==> src/rtl/multicycle_control.sv <==
// Multicycle RISC controller: fetch/decode/execute FSM driving datapath
// control lines, plus a retired-instruction counter.
module multicycle_control (
    input  logic        clk,
    input  logic        rst_n,
    input  logic        run,
    input  logic [2:0]  opcode,
    input  logic        zero,
    input  logic        mem_ready,
    output logic        pc_write,
    output logic        ir_write,
    output logic        iord,
    output logic        mem_read,
    output logic        mem_write,
    output logic        mem_to_reg,
    output logic        reg_dst,
    output logic        reg_write,
    output logic        alu_src_a,
    output logic [1:0]  alu_src_b,
    output logic [1:0]  alu_op,
    output logic [1:0]  pc_source,
    output logic [3:0]  state,
    output logic        busy,
    output logic        illegal,
    output logic [15:0] retired
);

    typedef enum logic [3:0] {
        IDLE     = 4'd0,
        FETCH    = 4'd1,
        DECODE   = 4'd2,
        MEM_ADDR = 4'd3,
        MEM_RD   = 4'd4,
        MEM_WB   = 4'd5,
        MEM_WR   = 4'd6,
        R_EXEC   = 4'd7,
        R_WB     = 4'd8,
        BRANCH   = 4'd9,
        JUMP     = 4'd10,
        I_EXEC   = 4'd11,
        I_WB     = 4'd12
    } state_t;

    localparam logic [2:0] OP_R    = 3'b000;
    localparam logic [2:0] OP_J    = 3'b001;
    localparam logic [2:0] OP_LW   = 3'b100;
    localparam logic [2:0] OP_SW   = 3'b101;
    localparam logic [2:0] OP_BEQ  = 3'b110;
    localparam logic [2:0] OP_ADDI = 3'b111;

    state_t state_q;
    state_t state_d;
    logic   retire;

    always_ff @(posedge clk or negedge rst_n) begin
        if (!rst_n) begin
            state_q <= IDLE;
        end else begin
            state_q <= state_d;
        end
    end

    always_ff @(posedge clk or negedge rst_n) begin
        if (!rst_n) begin
            retired <= 16'd0;
        end else if (retire) begin
            retired <= retired + 16'd1;
        end
    end

    assign state = state_q;
    assign busy  = (state_q != IDLE);

    always_comb begin
        state_d    = state_q;
        retire     = 1'b0;
        illegal    = 1'b0;
        pc_write   = 1'b0;
        ir_write   = 1'b0;
        iord       = 1'b0;
        mem_read   = 1'b0;
        mem_write  = 1'b0;
        mem_to_reg = 1'b0;
        reg_dst    = 1'b0;
        reg_write  = 1'b0;
        alu_src_a  = 1'b0;
        alu_src_b  = 2'b00;
        alu_op     = 2'b00;
        pc_source  = 2'b00;
        unique case (state_q)
            IDLE: begin
                if (run) state_d = FETCH;
            end
            FETCH: begin
                mem_read  = 1'b1;
                alu_src_b = 2'b01;
                ir_write  = mem_ready;
                pc_write  = mem_ready;
                if (mem_ready) state_d = DECODE;
            end
            DECODE: begin
                alu_src_b = 2'b10;
                case (opcode)
                    OP_LW, OP_SW: state_d = MEM_ADDR;
                    OP_R:         state_d = R_EXEC;
                    OP_ADDI:      state_d = I_EXEC;
                    OP_BEQ:       state_d = BRANCH;
                    OP_J:         state_d = JUMP;
                    default: begin
                        // Undefined opcode is dropped without retiring
                        illegal = 1'b1;
                        state_d = run ? FETCH : IDLE;
                    end
                endcase
            end
            MEM_ADDR: begin
                alu_src_a = 1'b1;
                alu_src_b = 2'b10;
                state_d   = (opcode == OP_SW) ? MEM_WR : MEM_RD;
            end
            MEM_RD: begin
                mem_read = 1'b1;
                iord     = 1'b1;
                if (mem_ready) state_d = MEM_WB;
            end
            MEM_WB: begin
                reg_write  = 1'b1;
                mem_to_reg = 1'b1;
                retire     = 1'b1;
                state_d    = run ? FETCH : IDLE;
            end
            MEM_WR: begin
                mem_write = 1'b1;
                iord      = 1'b1;
                if (mem_ready) begin
                    retire  = 1'b1;
                    state_d = run ? FETCH : IDLE;
                end
            end
            R_EXEC: begin
                alu_src_a = 1'b1;
                alu_op    = 2'b10;
                state_d   = R_WB;
            end
            R_WB: begin
                reg_write = 1'b1;
                reg_dst   = 1'b1;
                retire    = 1'b1;
                state_d   = run ? FETCH : IDLE;
            end
            BRANCH: begin
                alu_src_a = 1'b1;
                alu_op    = 2'b01;
                pc_source = 2'b01;
                pc_write  = zero;
                retire    = 1'b1;
                state_d   = run ? FETCH : IDLE;
            end
            JUMP: begin
                pc_source = 2'b10;
                pc_write  = 1'b1;
                retire    = 1'b1;
                state_d   = run ? FETCH : IDLE;
            end
            I_EXEC: begin
                alu_src_a = 1'b1;
                alu_src_b = 2'b10;
                state_d   = I_WB;
            end
            I_WB: begin
                reg_write = 1'b1;
                retire    = 1'b1;
                state_d   = run ? FETCH : IDLE;
            end
            default: begin
                state_d = IDLE;
            end
        endcase
    end

endmodule
==> config.mk <==
export PLATFORM = sky130hd
export DESIGN_NAME = multicycle_control
export DESIGN_NICKNAME = d
export VERILOG_FILES = /design/src/rtl/multicycle_control.sv
export SDC_FILE = /design/constraint.sdc
export NUM_CORES = 1
export LEC_CHECK = 0
export CAP_MARGIN = 30
export CORE_MARGIN = 2
export CORE_UTILIZATION = 45
export CTS_BUF_LIST = sky130_fd_sc_hd__clkbuf_2 sky130_fd_sc_hd__clkbuf_4 sky130_fd_sc_hd__clkbuf_8
export CTS_CLUSTER_SIZE = 20
export DETAILED_ROUTE_END_ITERATION = 8
export HOLD_SLACK_MARGIN = 0.08
export PLACE_DENSITY = 0.84
export SETUP_SLACK_MARGIN = 0.05
export SLEW_MARGIN = 20
export SYNTH_ARGS = -nofsm -noshare
export SYNTH_HDL_FRONTEND = slang
export SYNTH_SLANG_ARGS = --single-unit
==> constraint.sdc <==
create_clock -name clk -period 1.9 [get_ports clk]
set_input_delay 0.285 -clock clk [delete_from_list [all_inputs] [get_ports clk]]
set_output_delay 0.285 -clock clk [all_outputs]
set_load 0.02 [all_outputs]
; ---- Word-level counts from Yosys, hierarchy flattened
; Cells that the tools add are included.
[word_totals]
reg_bits = 20
latch_bits = 0
mem_bits_rw = 0
romBits = 0
input_bits = 8
word_cells = 60
memories = 0
[classes]
addsub = 1
mul = 0
div_mod_pow = 0
order_cmp = 0
n_eq_ne = 21
n_shift = 0
mux = 24
bitwise_logic = 0
reduce_logical = 12
[ops]
columns = cell, n
row1 = 4-bit case mux with 9 select lines, 1
row2 = 4-bit == test (second input constant), 5
row3 = 4-bit case mux with 5 select lines, 1
row4 = 16-bit by 1-bit adder with 16-bit output (second input constant), 1
row5 = 4-bit by 3-bit == test with 1-bit output (second input constant), 4
row6 = 4-bit two-way mux, 4
row7 = 3-bit == test (second input constant), 4
row8 = 1-bit two-way mux, 12
row9 = 2-bit case mux with 2 select lines, 3
row10 = 4-bit by 2-bit == test with 1-bit output (second input constant), 2
row11 = 2-bit inequality test (second input constant), 4
row12 = 2-bit OR reduction, 3
row13 = 3-bit OR reduction, 2
row14 = 6-bit OR reduction, 1
row15 = 5-bit OR reduction, 1
row16 = 4-bit by 1-bit == test with 1-bit output (second input constant), 1
row17 = 4-bit logical NOT, 1
row18 = 4-bit AND reduction, 1
row19 = 4-bit nonzero test, 1
row20 = 4-bit OR reduction, 1
row21 = 3-bit by 1-bit == test with 1-bit output (second input constant), 1
row22 = 3-bit logical NOT, 1
row23 = 1-bit case mux with 3 select lines, 1
row24 = 2-bit two-way mux, 1
row25 = 1-bit case mux with 2 select lines, 1

; ---- Longest topological paths before layout
; Gate-level depths: netlist (run 1).
[depth]
ltp_word = 4
ltp_mapped = 6
depth_no_buf = 4

; ---- Worst setup path before layout (run 1)
; OpenSTA, ideal clock, no wires.
[synth_path]
path_type = reg-to-output
start = register state_q[0] (netlist: state[0])
end = output illegal
arrival_ns = 1.708
required_ns = 1.615
setup_slack_ns = -0.093
path_stages_with_launch = 4
n_path_buf = 1
path_cell_list = dfrtp_1 clkbuf_1 nand2b_1 nor4b_1
[synth_via]
elab_chain_len = 2
[synth_lines]
columns = item, line_no
row1 = start: declaration, 51  ; state_t state_q;
row2 = start signal: assignment, 59  ; state_q <= state_d;
row3 = 4-bit by 2-bit == test with 1-bit output, 90  ; unique case (state_q)
row4 = 1-bit two-way mux, 90
row5 = end: declaration, 24  ; output logic illegal,
; No other way between the ends.

; ---- Final worst setup path (run 1)
[layout_path]
start = register state_q[2] (netlist: state[2])
end = output pc_source[0]
[layout_via]
elab_chain_len = 2
elab_cells_between_ends = 3
cone_classes = eq/ne: 2 / mux: 1
[layout_lines]
columns = item, line_no
row1 = 4-bit == test, 90
row2 = 2-bit case mux with 2 select lines *, 90
row3 = end: declaration, 21  ; output logic [1:0] pc_source,
; Mark *: on every way between the ends. The rest lies on a longest branch, timed or not.

==> impl_metrics.ini, run 1 <==
[status]
outcome = completed

[power]
comb_power_share = 0.640
ir_drop_v = 0.00107
switching_share = 0.444
p_clk_frac = 0.127
powerDensity_nw_per_um2 = 1390
p_int_mw = 1.54
switchingPower_mw = 1.23
seqPwrFrac = 0.233
leakagePower_nw = 0.915
p_total_mw = 2.77

[worst_setup_path]
regToRegEndpoint = retired[14]
crit_start = state[2]
reg2reg_from = state[1]
start_kind = register
worst_setup_path_end_kind = primary output
r2r_setup_slack_ns = 0.09
worstPathArrival_ns = 1.55
endpoint = pc_source[0]
ff2ff_path_depth = 6
required_ns = 1.62
path_max_fanout = 6
crit_type = reg -> out

[layout]
insertedDiodeCount = 0
register_area_sq_um = 503
fillers = 204
layoutNonFillerInstCount = 238
nNetsFinal = 217
postLayoutCellArea_sq_um = 1990
synthToLayoutAreaGrowth_pct = 51.9
drive_gt1_frac = 0.290
multi_input_area_sq_um = 826

[global_route]
grt-busiest-layer = met2
grt_pass1_wl_um = 6230
antenna_found_initial = 0
use_met3 = 0.0536
met1_usage = 0.301
overflow = 0
use_met2 = 0.414
track_usage = 0.237
grt_start_max_net_pins = 21
first_global_vias = 1372

[synth]
synth_edf_count = 0
synth-seq-cells = 20
yosys.area.top_type_share = 0.383
synth_top_area_cell = dfrtp_1
post_synth_num_cell_types = 42
synth_ff_type = dfrtp_1
avgSynthCellArea_sq_um = 8.96
ys_top_cells_by_area = dfrtp_1 38%, xor2_1 8.0%, nor2_1 4.9%, nand2_1 3.2%, a21oi_1 3.1%
synth_common_cells = 20 x dfrtp_1, 17 x nor2_1, 12 x xor2_1, 11 x nand2_1, 8 x a21oi_1
seq_area_frac_synth = 0.383
synth_area_sq_um = 1310
async_flop_share = 1.00
yosysWarnings = 0
syn-num-nets = 155
netlist_instances = 146
yosysMostFrequentCell = dfrtp_1

[floorplanning]
io-pin-count = 45
core.rowCount = 19
start_util = 0.474
coreArea_sq_um = 2760
die_x_um = 57.9
die_y_um = 57.9
die-area_sq_um = 3350

[placed_design]
placed_cell_area_sq_um = 1910
port_buffers = 44
dpl.hpwl_um = 2760
place_ws_ns = -0.132
dp_cells = 233
place_congestion = 0.810

[cts]
cts_tree = yes
clk_latency_ns = 0.32
root_buffer = clkbuf_4
cts-buffers-inserted = 3
path_clk_slew_ns = 0.13
htreeDepth = 1
cts_hold_buf = 0
clkSinkCount = 20
clk_path_buf_depth = 2

[timing]
max_freq_ghz = 0.546
tightest_slew_ns = 0.427
timing.final.crit_share = 0.964
setup_ws_ns = 0.0685
fin_skew_ns = 0.0220
setup_violations = 0
min_period_ns = 1.83
finalMaxSlewViolations = 0
hold_viol = 0
max-slew-margin-rel = 0.715
rsz0062_at_grt = true

[job]
drv_cap = 0

[routing]
dr_total_vias = 1376
wirelength_um = 3910
wl_per_cell_um = 16.4
via_per_inst = 5.78
drt_pre_antenna_iters = 4
drtIter0Drc = 84
remaining_drc_errors = 0
ant_nets = 0

[hold_path]
min_path_type = in -> async
[cells by family (layout without fill, tap and decap cells)]
group                    after synthesis  count (layout)  share of synthesized area
AND/OR/NAND/NOR                       70              70                      0.298
XOR/XNOR                              16              16                      0.107
buffers and inverters                 11              72                     0.0421
adder cells (fa/ha/maj)                1               1                    0.00957
flip-flops                            20              20                      0.383
AO/OA/AOI/OAI                         27              27                      0.152
multiplexers                           1               1                    0.00861
[sequential cells by signal (all words and copies together), names as in the netlist]
| name | count |
|---|---|
| retired | 16 |
| state | 4 |
[worst min-delay path by stage]
stage,from,to,slack (ns),depth (start not counted)
after detailed placement,retired[15],retired[15],0.48,1
after global routing,rst_n,retired[9],0.30,2
final,rst_n,retired[9],0.28,2
after CTS,rst_n,retired[9],0.30,2
after global placement,retired[15],retired[15],0.46,1
after floorplan,rst_n,retired[0],-0.01,0
[power by group through the flow]
| stage | clock network (mW) | registers (mW) | logic [mW] |
|---|---|---|---|
| global route | 0.369 | 0.658 | 1.89 |
| global placement | 0 | 0.636 | 1.70 |
| CTS | 0.356 | 0.636 | 1.73 |
| floorplan | 0 | 0.735 | 0.850 |
| finish | 0.352 | 0.645 | 1.77 |
| detailed placement | 0 | 0.639 | 1.74 |
[repair_timing]
action | CTS | global route
setup endpoints to repair | 21 | 25
pin swaps | 0 | 0
setup buffers | 1 | 0
gates cloned | 0 | 0
resized for setup | 61 | 23
[cell usage in the layout, fill, tap and decap left out, types with 3 or more instances in the layout]
cell              n
a21oi_1           8
buf_2            11
buf_4            19
clkbuf_4          3
clkdlybuf4s15_2   3
clkdlybuf4s50_1  23
dfrtp_1          18
dlygate4sd2_1     5
nand2_1          10
nand3_1           5
nand4_1           3
nor2_1           15
nor2b_1           3
nor3_1            7
nor4_2            6
o21ai_0           4
xnor2_1           4
xor2_1           12
[worst max-delay path, cell delays in order (launching register included)]
cell and delay (ns):
dfrtp_1 0.44, buf_4 0.17, nand2b_4 0.16, nor2_1 0.11
dlygate4sd2_1 0.35
[routing by layer]
| layer | share of wire | routed length (um) | vias to the layer above |
|---|---|---|---|
| met3 | 0.045 | 178 | 6 |
| met5 | 0 | 0 | - |
| met1 | 0.41 | 1590 | 674 |
| li1 | - | - | 648 |
| met4 | 0.010 | 41 | 0 |
| met2 | 0.54 | 2110 | 48 |
[per-stage QoR]
| step | util | hold WS, ns | setup TNS, ns |
|---|---|---|---|
| after global routing | 0.720 | 0.300 | -0.00252 |
| after CTS | 0.722 | 0.299 | 0 |
| after detailed placement | 0.693 | 0.475 | -0.777 |
| final | 0.720 | 0.284 | 0 |
| after floorplan | - | -0.0106 | 0 |
| after global placement | 0.693 | 0.457 | -0.254 |
[cell type report]
class | instances | share of cell area
multi-input cells | 115 | 0.416
inverters | 3 | 0.00567
clock buffers | 3 | 0.0113
clock inverters | 1 | 0.0151
repair buffers | 65 | 0.279
well taps | 31 | 0.0195
flip-flops and latches | 20 | 0.253
Note: power is estimated with default switching activity, not from simulation.
==> run 2: changes to the inputs <==
- DONT_BUFFER_PORTS: not set -> 1
- PLACE_DENSITY: 0.84 -> 0.64
==> impl_metrics.ini, run 2 (synthesized netlist as in run 1, its figures left out) <==
[worst_setup_path]
r2r_setup_slack_ns = 0.12
start_kind = register
reg2reg_from = state[0]
regToRegEndpoint = retired[15]
slowest_stage = dfrtp_2
worst_setup_path_end_kind = primary output
crit_family = flip-flops
required_ns = 1.62
worstPathArrival_ns = 1.51
endpoint = illegal
cp_num_buf_inv = 2
slowest_delay_ns = 0.46
crit_chain = buf_12 > nand2b_4 > nor4b_4 > buf_4
cp.depth = 4
crit_start = state[0]
crit_type = reg -> out
ff2ff_path_depth = 6
path_max_fanout = 13

[cts]
clkSinkCount = 20
clk_latency_ns = 0.29
clk_path_buf_depth = 2
cts-buffers-inserted = 3
path_clk_slew_ns = 0.10
htreeDepth = 1
root_buffer = clkbuf_4
cts_tree = yes

[layout]
nNetsFinal = 190
largest_register_ffs = 16
postLayoutCellArea_sq_um = 1720
multi_input_area_sq_um = 807
final_cell_mix = 31 x buf_4, 18 x dfrtp_1, 16 x nor2_1
insertedDiodeCount = 0
synthToLayoutAreaGrowth_pct = 31.8
fillers = 234
drive_gt1_frac = 0.302
top_register = retired
register_area_sq_um = 503
layout_commonest_cell = buf_4

[global_route]
antenna_found_initial = 0
overflow = 0
grt_pass1_wl_um = 5220
grt_start_max_net_pins = 24
first_global_vias = 1219
track_usage = 0.195

[placed_design]
port_buffers = 0
dpl.hpwl_um = 2270
place_congestion = 0.806
place_ws_ns = 0.176
placed_cell_area_sq_um = 1490

[timing]
min_period_ns = 1.80
max-slew-margin-rel = 0.739
tightest_slew_ns = 0.391
setup_violations = 0
finalMaxSlewViolations = 0
setup_ws_ns = 0.102
hold_viol = 0
setup_tns_ns = 0
timing.final.crit_share = 0.946
timing.hold.ws_ns = 0.101
fin_skew_ns = 0.00363
rsz0062_at_grt = true
max_freq_ghz = 0.556

[routing]
wl_per_cell_um = 15.5
via_per_inst = 5.84
ant_nets = 0
dr_total_vias = 1227
drtIter0Drc = 28
remaining_drc_errors = 0
drt_pre_antenna_iters = 4
wirelength_um = 3260

[floorplanning]
start_util = 0.474
core.rowCount = 19
die-area_sq_um = 3350
coreArea_sq_um = 2760
die_x_um = 57.9
io-pin-count = 45
die_y_um = 57.9

[power]
ir_drop_v = 0.000896
leakagePower_nw = 0.798
powerDensity_nw_per_um2 = 1430

[hold_path]
hold_depth = 1
min_path_type = in -> reg

[status]
outcome = completed

[job]
drv_cap = 0
-- run 2: changes by cell type in the layout (fill, tap and decap cells not counted), sizes merged --
cell           previous run  this run
clkdlybuf4s50            23         0
dlygate4sd2               5         0
buf                      32        35
clkdlybuf4s15             3         0
dlygate4sd3               0         2
bufinv                    1         0
dlymetal6s2s              1         0
-- run 2: what timing repair did --
action | in CTS | in global routing
hold buffers | 1 | 1
cloned | 0 | 1
endpoints found under the hold margin | 20 | 1
resized for setup | 10 | 9
pin swaps | 1 | 3
setup endpoints to repair | 5 | 9
setup buffers | 7 | 3
-- run 2: worst register-to-register path, cell delays in order, from the launching register on --
cell and delay, ns:
dfrtp_2 0.46, buf_4 0.15, a21oi_1 0.22, o32ai_4 0.13, buf_4 0.21, nor4_1 0.37
xor2_1 0.18
-- run 2: per-stage QoR --
step / utilization / instances / total power [mW]
after floorplan: - / 146 / 1.58
after CTS: 0.589 / 204 / 2.32
after detailed placement: 0.540 / 193 / 1.95
after global placement: 0.540 / 193 / 1.93
after global routing: 0.625 / 210 / 2.64
final: 0.625 / 210 / 2.47
-- run 2: cell type report --
cell class,instances,share of cell area
Inverter,3,0.00654
Tap cell,31,0.0225
Multi-Input combinational cell,115,0.468
Clock buffer,3,0.0131
Sequential cell,20,0.292
Timing Repair Buffer,38,0.198
-- run 2: where the power goes --
group	internal [mW]	switching, mW	total, mW
Clock	0.0735	0.120	0.193
Combinational	0.735	0.909	1.64
Sequential	0.518	0.114	0.632
Total	1.33	1.14	2.47
-- run 2: worst min path at each step --
stage	start	endpoint
3_5_place_dp	rst_n	retired[13]
4_1_cts	mem_ready	state[2]
3_3_place_gp	rst_n	retired[15]
5_1_grt	mem_ready	state[2]
6_report	mem_ready	state[2]
2_1_floorplan	rst_n	retired[0]
-- run 2: metal layers --
layer,track usage,wire length [um],share of wire,vias to the layer above
met2,0.354,1720,0.53,35
met5,0,0,0,-
li1,-,-,-,597
met4,0.0831,27,0.0083,0
met1,0.220,1350,0.41,593
met3,0.0402,155,0.048,2
